`src/rtl/mem_port_arbiter.sv`:
```
// Round-robin arbiter that shares one SDRAM controller port between two burst clients.
// Each grant covers exactly one BURST_LEN-word burst; acks and beats reach only the owner.
module mem_port_arbiter #(
    parameter int AW        = 25,
    parameter int DW        = 32,
    parameter int BURST_LEN = 8,
    parameter int CW        = 4
) (
    input  logic          mem_clk,
    input  logic          reset,
    input  logic          c0_req,
    input  logic          c1_req,
    input  logic          c0_we,
    input  logic          c1_we,
    input  logic [AW-1:0] c0_addr,
    input  logic [AW-1:0] c1_addr,
    input  logic [DW-1:0] c0_wdata,
    input  logic [DW-1:0] c1_wdata,
    output logic          c0_gnt,
    output logic          c1_gnt,
    output logic          c0_ack,
    output logic          c1_ack,
    output logic          c0_data_next,
    output logic          c1_data_next,
    output logic          c0_rd_valid,
    output logic          c1_rd_valid,
    output logic [DW-1:0] rd_data,
    input  logic          mem_idle,
    input  logic          mem_ack,
    input  logic          mem_data_next,
    input  logic          mem_rd_valid,
    input  logic [DW-1:0] mem_rd_data,
    output logic [AW-1:0] mem_addr,
    output logic          mem_wr_req,
    output logic          mem_rd_req,
    output logic [DW-1:0] mem_wr_data,
    output logic          busy,
    output logic          proto_err
);

    typedef enum logic [1:0] {IDLE, CMD, XFER} state_t;

    state_t        state, state_nxt;
    logic [1:0]    gnt, gnt_nxt;
    logic          rr_last, rr_last_nxt;
    logic          we, we_nxt;
    logic [AW-1:0] addr, addr_nxt;
    logic          wr_req, wr_req_nxt;
    logic          rd_req, rd_req_nxt;
    logic [CW-1:0] beat_cnt, beat_cnt_nxt;
    logic          err, err_nxt;
    logic          pick;
    logic          xfer;
    logic          beat;
    logic          last_beat;

    assign xfer      = (state == XFER);
    assign beat      = xfer && (we ? mem_data_next : mem_rd_valid);
    assign last_beat = beat && (beat_cnt == CW'(BURST_LEN - 1));

    // On a tie the client that did not own the previous burst wins.
    always_comb begin
        pick = c1_req;
        if (c0_req && c1_req)
            pick = ~rr_last;
    end

    // Strays are flagged but otherwise leave the burst untouched.
    assign err_nxt = err
                   | (mem_ack && (state != CMD))
                   | (mem_data_next && !(xfer && we))
                   | (mem_rd_valid && !(xfer && !we));

    always_comb begin
        state_nxt    = state;
        gnt_nxt      = gnt;
        rr_last_nxt  = rr_last;
        we_nxt       = we;
        addr_nxt     = addr;
        wr_req_nxt   = wr_req;
        rd_req_nxt   = rd_req;
        beat_cnt_nxt = beat_cnt;
        case (state)
            IDLE: begin
                if (mem_idle && (c0_req || c1_req)) begin
                    gnt_nxt    = pick ? 2'b10 : 2'b01;
                    we_nxt     = pick ? c1_we : c0_we;
                    addr_nxt   = pick ? c1_addr : c0_addr;
                    wr_req_nxt = we_nxt;
                    rd_req_nxt = ~we_nxt;
                    state_nxt  = CMD;
                end
            end
            CMD: begin
                if (mem_ack) begin
                    wr_req_nxt   = 1'b0;
                    rd_req_nxt   = 1'b0;
                    beat_cnt_nxt = '0;
                    state_nxt    = XFER;
                end
            end
            XFER: begin
                if (last_beat) begin
                    gnt_nxt     = 2'b00;
                    rr_last_nxt = gnt[1];
                    state_nxt   = IDLE;
                end else if (beat) begin
                    beat_cnt_nxt = beat_cnt + CW'(1);
                end
            end
            default: state_nxt = IDLE;
        endcase
    end

    always_ff @(posedge mem_clk or negedge reset) begin
        if (!reset) begin
            state    <= IDLE;
            gnt      <= 2'b00;
            rr_last  <= 1'b1;
            we       <= 1'b0;
            addr     <= '0;
            wr_req   <= 1'b0;
            rd_req   <= 1'b0;
            beat_cnt <= '0;
            err      <= 1'b0;
        end else begin
            state    <= state_nxt;
            gnt      <= gnt_nxt;
            rr_last  <= rr_last_nxt;
            we       <= we_nxt;
            addr     <= addr_nxt;
            wr_req   <= wr_req_nxt;
            rd_req   <= rd_req_nxt;
            beat_cnt <= beat_cnt_nxt;
            err      <= err_nxt;
        end
    end

    assign c0_gnt       = gnt[0];
    assign c1_gnt       = gnt[1];
    assign c0_ack       = mem_ack & gnt[0] & (state == CMD);
    assign c1_ack       = mem_ack & gnt[1] & (state == CMD);
    assign c0_data_next = mem_data_next & gnt[0] & we & xfer;
    assign c1_data_next = mem_data_next & gnt[1] & we & xfer;
    assign c0_rd_valid  = mem_rd_valid & gnt[0] & ~we & xfer;
    assign c1_rd_valid  = mem_rd_valid & gnt[1] & ~we & xfer;
    assign rd_data      = mem_rd_data;
    assign mem_addr     = addr;
    assign mem_wr_req   = wr_req;
    assign mem_rd_req   = rd_req;
    assign mem_wr_data  = gnt[0] ? c0_wdata : (gnt[1] ? c1_wdata : '0);
    assign busy         = (state != IDLE);
    assign proto_err    = err;

endmodule

```
`config.mk`:
```
export PLATFORM = sky130hd
export DESIGN_NAME = mem_port_arbiter
export DESIGN_NICKNAME = d
export VERILOG_FILES = /design/src/rtl/mem_port_arbiter.sv
export SDC_FILE = /design/constraint.sdc
export NUM_CORES = 1
export LEC_CHECK = 0
export CAP_MARGIN = 20
export CORE_MARGIN = 3
export CORE_UTILIZATION = 30
export CTS_CLUSTER_SIZE = 14
export DETAILED_ROUTE_END_ITERATION = 10
export HOLD_SLACK_MARGIN = 0.05
export PLACE_DENSITY_LB_ADDON = 0.3
export SKIP_LAST_GASP = 1
export SLEW_MARGIN = 0
export SYNTH_ARGS = -nofsm -noshare
export SYNTH_HDL_FRONTEND = slang
export SYNTH_SLANG_ARGS = --single-unit
```
`constraint.sdc`:
```
create_clock -name mem_clk -period 1.6 [get_ports mem_clk]
set_input_delay 0.16 -clock mem_clk [delete_from_list [all_inputs] [get_ports mem_clk]]
set_output_delay 0.16 -clock mem_clk [all_outputs]
set_load 0.005 [all_outputs]
```
==> results.txt <==
metal2 WL: 5.51 mm
slew at the pin with the worst max-slew slack: 0.406 ns
top routing layer in use: met4
Period minus WS final: 1.80 ns
Cell Area, Synth: 2600 sq um
DR vias/cell: 4.81
Clock Power Share: 13.3%
worst vdd ir: 0.830 mV
PwrDens: 1450 nW/um^2
largest net degree at the start of global routing: 23
Synthesized Nets: 387
number of cell rows: 33
Max-Cap Viols: 0
die footprint: 9840 sq um
Setup crit end kind: flip-flop
Slew headroom: 72.6%
CTS H-tree depth: 2
CP Class: reg -> reg
Fmax: 0.557 GHz
Clock Sinks: 38
area growth from synthesis to layout: 96.2%
Num CTS Buffers: 5
placed cell area: 4550 sq um
io pins: 257
setup TNS: -5.14 ns
RSZ-0062 raised after global routing: true
register bit count reported by yosys: 38
share of cells above drive strength 1: 34.5%
CP startpoint kind: flip-flop
CP required: 1.79 ns
yosys warns: 0
FF-to-FF setup slack: -0.20 ns
Initial Util: 31.2%
CTS Buffer Depth: 2
CTS tree: yes
Arr. time, crit path: 1.99 ns
sw frac: 30.4%
Hold WC Path Type: in -> out
final worst path period share: 112%
count of different cell masters after synthesis: 37
Final HPWL DP: 7.60 mm
GRT Total Usage: 19.9%
Final Cell Area: 5110 sq um
Die Y: 99.2 um
met3 WL post-DR: 959 um
Die Wd: 99.2 um
synthesized netlist cell count: 230
commonest non-fill, non-tap cell in the layout: clkdlybuf4s50_1
CP max FO: 6
status: complete, but fails checks
slowest stage cell, crit path: dfrtp_1
combinational share of power: 63.9%
M1 wire length: 3.84 mm
post-synthesis sequential area ratio: 36.6%
initial antenna violation count: 0
CP max stage delay: 0.42 ns
most frequent CP cell: buf_6
core box area: 8340 sq um
DRC viols: 0
First DRT Iteration DRCs: 105
Slew Viols, Final: 0
DR vias: 2,637
Reg power frac: 22.7%
n_diodes: 0
1st-pass router iterations: 4
Net Sw Power: 2260 uW
WL final: 10.4 mm
Final Setup Violations: 54
Final ANT Viol Nets: 0
CTS Root Cell: clkbuf_8
internal power: 5160 uW
Leakage: 0.00229 uW
dpl cells: 504
wire per inst: 19.0 um
RePlAce Congestion: 0.751
global-route wire length before repair: 15.6 mm
Clock transition at path regs: 0.09 ns
worst-path cell chain: buf_6, buf_6, nor3b_4, nor2b_4, buf_6, buf_12, buf_16, mux2_4
# nets final: 599
final hold vios: 0
Clk Latency, worst-skew pair: 0.30 ns
Final Non-Filler Cells: 548
IO Port Bufs: 192
total congestion overflow: 0
worst setup margin: -0.195 ns
Syn Area/Cell: 11.3 sq um
failing checks: negative setup slack
leading cell types in the layout, fill and taps excluded: clkdlybuf4s50_1, dfrtp_1, buf_2
vias in the first global route: 2,889
Final Core Density: 61.3%
clk_skew: 0.0107 ns
worst paths after layout:
path | from | end | depth (start not counted)
hold reg to reg | proto_err | proto_err | 2
min in group asynchronous | reset | mem_addr[7] | 2
hold / removal | mem_rd_data[8] | rd_data[8] | 0
setup / recovery | state[1] | mem_addr[15] | 8
setup reg to reg | state[1] | mem_addr[15] | 8
max in group asynchronous | reset | rr_last | 3
through the flow:
| step | hold slack [ns] | worst slack [ns] | power [uW] |
|---|---|---|---|
| 2_1_floorplan | -0.136 | 0.0966 | 3200 |
| 3_3_place_gp | 0.117 | -0.164 | 5400 |
| 3_5_place_dp | 0.113 | -0.195 | 5440 |
| 4_1_cts | 0.320 | -0.213 | 7440 |
| 5_1_grt | 0.320 | -0.241 | 7840 |
| 6_report | 0.320 | -0.195 | 7410 |
synthesized netlist by cell type:
library cell	number	area share [%]
buf_6	3	1.3
nand3b_1	2	0.58
nor2b_1	1	0.24
o211a_1	1	0.38
or3b_2	1	0.34
mux2i_1	7	2.7
a21oi_1	2	0.38
mux2_1	18	7.8
a22o_1	31	10
buf_2	1	0.19
nor2_1	6	0.86
nor3b_1	1	0.29
or3_1	1	0.24
ha_1	1	0.48
o21ai_0	3	0.58
inv_1	3	0.43
or2_2	1	0.24
and2_1	1	0.24
mux2_2	24	10
and4_1	2	0.67
buf_1	1	0.14
mux2_4	10	5.8
clkbuf_1	6	0.86
o211ai_1	4	1.2
nor3b_2	2	0.96
a21boi_4	1	0.72
nand2_1	10	1.4
dfstp_2	1	1.0
dfrtp_1	37	36
nand3_1	3	0.58
nand2b_1	4	0.96
nor2b_4	1	0.53
and3_1	2	0.48
o21bai_1	1	0.29
buf_12	1	0.77
buf_4	33	9.5
nor3_1	3	0.58
state kept, by name (all words and copies together) (netlist names):
register    flops
mem_rd_req      1
mem_wr_req      1
we              1
rr_last         1
mem_addr       25
beat_cnt        4
proto_err       1
gnt             2
state           2
what timing repair did:
item	4_1_cts	5_1_grt
hold buffers	1	0
pin swaps	28	27
cloned	6	0
buffers inserted	27	9
endpoints found under the hold margin	16	0
resized for setup	189	32
setup endpoints to repair	55	68
logic make-up (layout without fill, tap and decap cells):
group,count (synthesis),after routing,share of synthesized area [%]
mux,59,59,26.6
buf+inv,48,261,13.2
compound gates,43,43,13.9
simple gates,41,41,9.22
flops,38,38,36.6
fa+ha+maj,1,1,0.480
power by group through the flow:
stage | Sequential, uW | Combinational, uW | Clock (uW)
after floorplan | 1690 | 1520 | 0
after global placement | 1680 | 3720 | 0
after detailed placement | 1690 | 3750 | 0
after CTS | 1680 | 4760 | 1000
after global routing | 1750 | 5040 | 1050
final | 1680 | 4740 | 989
layout make-up:
| class | instances | area [sq um] |
|---|---|---|
| Fill cell | 683 | 3230 |
| Multi-Input combinational cell | 144 | 1400 |
| Tap cell | 105 | 131 |
| Clock inverter | 3 | 68.8 |
| Sequential cell | 38 | 953 |
| Clock buffer | 5 | 68.8 |
| Inverter | 3 | 11.3 |
| Timing Repair Buffer | 250 | 2470 |
layer usage:
layer  vias to the layer above  GRT usage, %
met1                      1251          23.0
met5                         -             0
li1                       1229             -
met2                       147          36.7
met3                        10          5.82
met4                         0          3.57
critical path: cells and delay by family, from the launching register on:
family | cells | cell delay (ns)
AND/OR/NAND/NOR | 2 | 0.40
buffers and inverters | 5 | 0.60
flip-flops | 1 | 0.42
multiplexers | 1 | 0.29
Note: power is estimated with default switching activity, not from simulation.
